===== src/rtl/demux_channel_counter.sv =====
`default_nettype none
// ============================================================================
// Module   : demux_channel_counter
// Summary  : Rising-edge event counters for each 1-to-4 demux output line,
//            with a registered read port and sticky saturation/multi-hot flags.
// Revision : 1.0 - initial release
// ============================================================================
module demux_channel_counter #(
    parameter int CNT_W = 8
) (
    input  logic             clk,
    input  logic             rst,
    input  logic [3:0]       dmx_o,
    input  logic             clr,
    input  logic             rd_en,
    input  logic [1:0]       rd_ch,
    output logic [CNT_W-1:0] rd_data,
    output logic             rd_valid,
    output logic             evt_valid,
    output logic [1:0]       last_ch,
    output logic [3:0]       sat,
    output logic             err
);

    localparam logic [CNT_W-1:0] c_cnt_max = '1;
    localparam logic [CNT_W-1:0] c_cnt_one = CNT_W'(1);

    logic [3:0]       r_prev;
    logic [CNT_W-1:0] r_cnt [4];
    logic [CNT_W-1:0] r_rd_data;
    logic             r_rd_valid;
    logic             r_evt_valid;
    logic [1:0]       r_last_ch;
    logic [3:0]       r_sat;
    logic             r_err;

    logic [3:0]       w_rise;
    logic             w_multi;
    logic             w_hit;
    logic [1:0]       w_ch;
    logic [CNT_W-1:0] w_cnt_sel;
    logic             w_at_max;

    assign w_rise    = dmx_o & ~r_prev;
    // Clearing the lowest set bit leaves a non-zero value only when two or more bits are set.
    assign w_multi   = (dmx_o & (dmx_o - 4'd1)) != 4'd0;
    assign w_hit     = |w_rise;
    assign w_cnt_sel = r_cnt[w_ch];
    assign w_at_max  = (w_cnt_sel == c_cnt_max);

    // Channel number is the demux select value that drives the line.
    always_comb begin
        w_ch = 2'd0;
        if (w_rise[3]) begin
            w_ch = 2'd0;
        end else if (w_rise[1]) begin
            w_ch = 2'd1;
        end else if (w_rise[2]) begin
            w_ch = 2'd2;
        end else if (w_rise[0]) begin
            w_ch = 2'd3;
        end
    end

    always_ff @(posedge clk) begin
        if (rst) begin
            r_prev      <= 4'd0;
            r_rd_data   <= '0;
            r_rd_valid  <= 1'b0;
            r_evt_valid <= 1'b0;
            r_last_ch   <= 2'd0;
            r_sat       <= 4'd0;
            r_err       <= 1'b0;
            for (int i = 0; i < 4; i++) begin
                r_cnt[i] <= '0;
            end
        end else begin
            r_prev     <= dmx_o;
            r_rd_valid <= rd_en;
            if (rd_en) begin
                r_rd_data <= r_cnt[rd_ch];
            end

            if (clr) begin
                for (int i = 0; i < 4; i++) begin
                    r_cnt[i] <= '0;
                end
                r_sat       <= 4'd0;
                r_err       <= 1'b0;
                r_last_ch   <= 2'd0;
                r_evt_valid <= 1'b0;
            end else if (w_multi) begin
                r_err       <= 1'b1;
                r_evt_valid <= 1'b0;
            end else if (w_hit) begin
                if (w_at_max) begin
                    r_sat[w_ch] <= 1'b1;
                end else begin
                    r_cnt[w_ch] <= w_cnt_sel + c_cnt_one;
                end
                r_last_ch   <= w_ch;
                r_evt_valid <= 1'b1;
            end else begin
                r_evt_valid <= 1'b0;
            end
        end
    end

    assign rd_data   = r_rd_data;
    assign rd_valid  = r_rd_valid;
    assign evt_valid = r_evt_valid;
    assign last_ch   = r_last_ch;
    assign sat       = r_sat;
    assign err       = r_err;

endmodule
`default_nettype wire


===== config.mk =====
export PLATFORM = sky130hd
export DESIGN_NAME = demux_channel_counter
export DESIGN_NICKNAME = d
export VERILOG_FILES = /design/src/rtl/demux_channel_counter.sv
export SDC_FILE = /design/constraint.sdc
export NUM_CORES = 1
export LEC_CHECK = 0
export CORE_ASPECT_RATIO = 1.5
export CORE_MARGIN = 3
export CORE_UTILIZATION = 60
export DETAILED_ROUTE_END_ITERATION = 6
export PLACE_DENSITY = 0.85
export SLEW_MARGIN = 15
export SYNTH_ARGS = -nofsm -noshare
export SYNTH_HDL_FRONTEND = slang
export SYNTH_SLANG_ARGS = --single-unit
export TNS_END_PERCENT = 30

===== constraint.sdc =====
create_clock -name clk -period 11 [get_ports clk]
set_clock_uncertainty 0.05 [all_clocks]
set_input_delay 3.3 -clock clk [delete_from_list [all_inputs] [get_ports clk]]
set_output_delay 3.3 -clock clk [all_outputs]
set_load 0.01 [all_outputs]

======== Word-level counts from Yosys, hierarchy flattened ========
Memory sizes are Yosys's and may differ from the RTL's. A register that Yosys moved wholly into a read port is not among the register bits.
Index checks and enable logic that the tools add are counted.
storage, ports and cells
  flip-flop bits (word level) ............. 13
  bits in writable memories ............... 32
  input port bits ......................... 10
  output and inout port bits .............. 17
  word-level logic and storage cells ...... 54
  memories ................................ 1
cells by class
  add/subtract/negate cells ............... 2
  order comparisons ....................... 2
  equality and inequality tests ........... 1
  mux-type cells .......................... 25
  bitwise logic cells ..................... 9
  reduce and logical (&&, ||, !) cells .... 8
memory list
  name   words  width  rd ports  clocked after Yosys merged registers in  wr ports  line  text
  r_cnt  4      8      2         1                                        4         29    logic [CNT_W-1:0] r_cnt [4];
operators by type and width
  kind                 count
  $mux 8               5
  $mux 1               14
  $mux 2               5
  $add 8x1->8 const B  1
  $and 4x4->4          2
  $eq 8x8->1 const B   1
  $reduce_or 8->1      1
  $not 4->4            1
  $or 1x1->1           4
  $or 4x4->4           1
  $reduce_bool 4->1    1
  $reduce_or 4->1      1
  $sub 4x1->4 const B  1
  $lt 2x3->1 const B   1
  $reduce_and 3->1     1
  $reduce_or 3->1      1
  $demux 1 s2          1
  $ge 2x1->1 const B   1
  $reduce_and 2->1     1
  $reduce_or 2->1      1
  $logic_and 1x1->1    1
  $not 1->1            1

======== Longest topological paths before layout ========
An unclocked memory read counts as a cell.
  depth in word-level cells ............... 16
  gate-level depth with buffers ........... 9

======== Worst setup path before layout ========
No wires, ideal clock.
  path kind ............................... in2reg
  start ................................... input port dmx_o[3]
  end ..................................... memory r_cnt[0][0], enable pin
  library setup time ...................... 0.361 ns
  arrival ................................. 5.552 ns
  slack ................................... 5.037 ns
  stages on the path ...................... 8
  cell sequence ........................... nor2b_1 -> clkbuf_1 -> nor3_1 -> a222oi_1 -> ha_1 -> nand4_1 -> o31ai_4 -> o21ai_0
RTL lines
  what             line  text
  start, declared  13    input logic [3:0] dmx_o,
  end, declared    29

==> impl_results.md <==
* Util after Layout at a little under three quarters
* Register area share after synthesis at about half
* Area growth from synthesis to layout at 13.4%
* Sw Share at between 20% and 30%
* Fillers at 318
* Post-DR wirelength/cell at 22.7 um
* DR iter-0 viols at between 150 and 200
* Most frequent cells in the layout: 32 x edfxtp_1, 26 x clkdlybuf4s50_1, 25 x nor3_1, 21 x dfxtp_1, 12 x a211oi_1
* Setup TNS at 0 ns
* Initial antenna violation count at 0
* Synth Register Bits at 53
* Port bufs at 26
* Lkg Pwr at 1.06 nW
* Tcrit/Tclk final at 66.7%
* Status: finished, final reports clean
* CTS Hold Bufs at 0
* CTS max path bufs at 2
* RD Place Congestion at 0.909
* CTS tree: built
* Clock Tree Root: clkbuf_8
* Ys async rst share at 0%
* Number of diodes at 0
* P_sw at approximately 0.12 mW
* CTS H-Tree Depth at 2
* First-pass GRT wire length at between 10 and 15 mm
* Nets at between 200 and 300
* Max-Cap Viols at 0
* Cell row count at 29
* Worst rel slew slack at 19.2%
* XOR/XNOR share of the synthesized area at 0.978%
* Ys Warns at 0
* EDFF count, synth at 32
* Commonest non-fill, non-tap cell in the layout: edfxtp_1
* Slew Limit Fails at 0
* Clock Power Share at roughly 31%
* Cells after Synth at 228
* RSZ-0062 raised after global routing: no
* Die width at between 60 and 70 um
* Worst Reg-to-Reg Cells at 8
* Mux contribution to synthesized area at 9.69%
* Final Critical Period at 7.34 ns
* Logic pwr share at 16.2%
* Non-Filler Instances at 293
* Post-Syn Area per Cell at 11.8 um^2
* Total power at 0.430 mW
* Power per cell area at between 100 and 150 nW/um^2
* Sink Count at 53
* Hold path cells at 2
* Critical Path RT at 10.88 ns
* Vias post-DR at 2093
* Least-Margin Pin Slew at 1.21 ns
* Clk slew on worst S/H paths at 0.10 ns
* Compound-Gate Fraction of Synth Area at 15.8%
* Die Y at 88.0 um
* Placed instance count at 285
* Synth Cell Area at approximately 2700 um^2
* Routed Wire Length at between 6 and 7 mm
* Peak Freq at 136 MHz
* Distinct cells, synth at 54
* # DRC at 0
* Top_reg_cell synth: edfxtp_1
* Largest family of logic cells by synthesized area: simple AND/OR/NAND/NOR gates
* Final setup vio count at 0
* Worst Setup End Kind: flip-flop
* Quantity of gates resized following cts at 0
* Overflow after GRT at 0
* HP Class: reg2reg
* Simple-gate portion of the synthesized area at 17.0%
* Critical path class: in2reg
* Crit-path max FO at 36
* GRT Total Usage at 27.1%
* DR pass1 iterations at 5
* Post-detail-place hpwl at approximately 4.9 mm
* Postcts setup bufs at 0
* Worst EP arrival at 7.22 ns
* Pin count of the biggest net entering global routing at 37
* Int Pwr at 0.315 mW
* Sequential share of power at 52.7%
* Worst hold slack at 0.424 ns
* Skew-Pair Late Insertion Delay at 0.32 ns
* CTS buffer count at 5
* Final Hold Fails at 0
* Startpoint types: input port
* Die area at roughly 5300 um^2
* Share of cells above drive strength 1 at 12.6%
* Mapped Nets at 239
* Routed Antenna Nets at 0
* Initial Utilization at roughly 63%
* Adder-Cell Fraction of Synth Area at less than 1%
* VDD IR max at about 0.000088 V
* I/O Pins at 27
* Vias in the first global route at 1996
* Vias per cell at about 7.1
* Core ar. at roughly 4300 um^2
[state kept, by name (all words and copies together), names as in the netlist]
register and flops:
evt_valid 1, err 1, rd_data 8, r_prev 4, sat 4, r_cnt 32
rd_valid 1, last_ch 2
[metal layers]
layer	GRT usage [%]	vias to the layer above	wire, um
met5	0	-	0
met4	14.2	0	314
met3	4.87	28	484
met2	46.6	130	3520
met1	31.3	1002	2340
li1	-	933	-
[cell families after synthesis]
group           after synthesis
mux                          16
compound gates               49
buf+inv                      26
fa+ha+maj                     2
xor+xnor                      3
simple gates                 79
flops                        53
[power groups by stage]
stage	sequential, mW	combinational (mW)	clock (mW)
final	0.226	0.0695	0.134
after floorplan	0.228	0.0470	0
after detailed placement	0.230	0.0674	0
after global placement	0.230	0.0666	0
after global routing	0.227	0.0742	0.142
after CTS	0.226	0.0680	0.135
[synth_stat cells, types with 3 or more instances]
cell type | number | area share (%)
nand4_1 | 5 | 1.2
o221a_2 | 3 | 1.3
mux2i_1 | 8 | 3.0
mux4_2 | 8 | 6.7
nand2_1 | 6 | 0.84
clkbuf_1 | 12 | 1.7
nor2b_1 | 6 | 1.4
or3_1 | 3 | 0.70
a211oi_1 | 12 | 3.4
inv_1 | 10 | 1.4
nand2b_1 | 4 | 0.93
edfxtp_1 | 32 | 36
o21ai_0 | 7 | 1.3
a32o_1 | 4 | 1.5
dfxtp_1 | 21 | 16
a21oi_1 | 3 | 0.56
nor3_1 | 25 | 4.7
nor2_1 | 11 | 1.5
[layout make-up]
cell class | instances | area, um^2 | share of cell area (%)
multi-input combinational | 149 | 1190 | 39.1
timing repair buffer | 27 | 268 | 8.79
sequential | 53 | 1380 | 45.3
inverter | 10 | 37.5 | 1.23
clock inverter | 3 | 43.8 | 1.44
clock buffer | 5 | 68.8 | 2.26
tap | 46 | 57.6 | 1.89
[final timing paths]
check | startpoint | slack (ns) | to
setup / recovery | dmx_o[3] | 3.66 | r_cnt[0][2]
setup reg to reg | r_prev[3] | 6.91 | r_cnt[0][2]
hold / removal | err | 0.42 | err
hold reg to reg | err | 0.42 | err
[stage by stage]
| stage | instance area (um^2) | setup slack [ns] |
|---|---|---|
| finish | 3050 | 3.66 |
| global route | 3050 | 3.37 |
| CTS | 3050 | 3.73 |
| detailed placement | 2930 | 3.39 |
| global placement | 2930 | 3.52 |
| floorplan | 2690 | 5.04 |
[worst max-delay path, stage by stage]
cell and delay, ns:
clkdlybuf4s50_1 0.53, nor2b_1 0.53, nor3_1 0.19, a222oi_1 1.02, ha_1 0.39, nand4_1 0.19
o31ai_4 0.28, buf_4 0.35, o21ai_0 0.43
Power figures use the tool's default switching activity.
==> RTL edit, RTL diff (same flow settings) <==
Change the parameter `CNT_W` from 8 to 7.
--- a/src/rtl/demux_channel_counter.sv
+++ b/src/rtl/demux_channel_counter.sv
@@ -8,3 +8,3 @@
 module demux_channel_counter #(
-    parameter int CNT_W = 8
+    parameter int CNT_W = 7
 ) (
Interface: changed (resized rd_data); port bits go from 27 to 26. The function was not compared with the original's and may differ.
==> RTL edit against the unedited design <==
  * Final area down 7.1%
  * Non-clock buffer count down 2
  * Total power down 1.6%
  * Synthesized area down 10%
  * Setup slack better by 0.61 ns
  * Routed wire length down 7.1%
  * Sequential cell count down 5
  * Core utilization up 3.6 points
  * Highest routed layer unchanged
==> RTL edit: results (changes against the unedited design) <==
stage;metric;value;unit;change
grt;first-pass GRT wire length;9760;µm;was 10400 µm
grt;routing usage on met1;0.322;;was 0.313
route;Via density;6.65;;was 7.14
place;HPWL after DPL;4810;µm;was 4950 µm
power;leak pwr;1.03;nW;was 1.06 nW
yosys;post-synth net total;207;;was 239
route;Routed wire per std cell;23.2;µm;was 22.7 µm
critical_path;crit path DAT;6.66;ns;was 7.22 ns
place;GP Congestion;0.979;;was 0.909
grt;grt met2 use;0.458;;was 0.466
grt;M3 GR Usage;0.0464;;was 0.0487
final_layout;Largest register FFs;28;;was 32
sta;Slew HR;0.516;;was 0.192
critical_path;crit path max fanout;12;;was 36
critical_path;cells on worst reg2reg path;10;;was 8
place;Port-buffer cells;25;;was 26
critical_path;setup slack, reg-to-reg;7.45;ns;was 6.91 ns
critical_path;R2R Path End;r_cnt[1][5];;was r_cnt[0][2]
grt;vias in the first global route;1792;;was 1996
status;outcome;finished, final reports clean;;unchanged
grt;largest net degree at the start of global routing;17;;was 37
yosys;Seq/Total Area, Yosys;0.515;;was 0.514
critical_path;Worst Setup SP;dmx_o[1];;was dmx_o[3]
final_layout;# fillers;260;;was 318
power;Internal;0.000315;W;about the same
final_layout;# nets final;233;;was 257
power;maximum VDD drop;0.157;mV;was 0.0882 mV
yosys;count of cell types in the netlist;53;;was 54
clocking;Clock Latency Late Sink;0.30;ns;was 0.32 ns
yosys;top cells by area, synth;edfxtp_1 35%, dfxtp_1 17%, mux4_2 6.5%;;was edfxtp_1 36%, dfxtp_1 16%, mux4_2 6.7%
critical_path;FF-to-FF Start;r_prev[1];;was r_prev[3]
yosys;Post-synth top cells;34 x nor2_1, 28 x edfxtp_1, 20 x dfxtp_1;;was 32 x edfxtp_1, 25 x nor3_1, 21 x dfxtp_1
final_layout;layout cells sized above 1;0.170;;was 0.126
## RTL edit: kinds of logic (layout without fill, tap and decap cells)
logic type / after synthesis / count (layout) / share of synthesized area
fa+ha+maj: 2 / 2 / 0.00985
xor+xnor: 3 / 3 / 0.0109
flops: 48 / 48 / 0.515
compound gates: 41 / 41 / 0.177
simple gates: 77 / 77 / 0.173
mux: 15 / 15 / 0.0985
buf+inv: 10 / 37 / 0.0161
## RTL edit: routing by layer
metal,wire length [µm],vias to the layer above
met3,326,32
met2,3250,89
met4,364,0
met1,2240,846
met5,0,-
li1,-,802
## RTL edit: worst max-delay path: stages
cell             delay (ns)
clkdlybuf4s50_1        0.54
nand2b_1               0.31
a31oi_4                0.38
nor2_1                 0.09
a211oi_2               0.53
ha_1                   0.32
inv_1                  0.08
a221oi_2               0.25
nand4_4                0.25
o211ai_4               0.33
nand2_1                0.26
## RTL edit: metrics by stage
step | instance area [µm²] | hold WS (ns) | cells | setup slack [ns] | power (W)
3_5_place_dp | 2690 | 0.404 | 258 | 4.03 | 0.000273
5_1_grt | 2830 | 0.432 | 266 | 4.03 | 0.000436
3_3_place_gp | 2690 | 0.397 | 258 | 4.21 | 0.000271
6_report | 2830 | 0.409 | 266 | 4.27 | 0.000423
4_1_cts | 2830 | 0.414 | 266 | 4.35 | 0.000423
2_1_floorplan | 2410 | 0.429 | 196 | 5.16 | 0.000250
## RTL edit: worst max-delay path by stage
stage | to
after floorplan | r_cnt[0][0]
after global placement | r_cnt[3][0]
after detailed placement | r_cnt[0][3]
after CTS | r_cnt[1][2]
after global routing | r_cnt[3][4]
final | r_cnt[1][5]
## RTL edit: power groups by stage
stage	clock, W	sequential [W]	combinational, W
floorplan	0	0.000206	0.0000445
global placement	0	0.000208	0.0000622
detailed placement	0	0.000209	0.0000644
CTS	0.000154	0.000204	0.0000647
global route	0.000160	0.000205	0.0000708
finish	0.000153	0.000205	0.0000657
## RTL edit: cell type report
type	count	share of cell area
clock inverters	3	0.0243
inverters	4	0.00531
multi-input cells	138	0.400
well taps	43	0.0190
flip-flops and latches	48	0.439
clock buffers	5	0.0243
repair buffers	25	0.0884
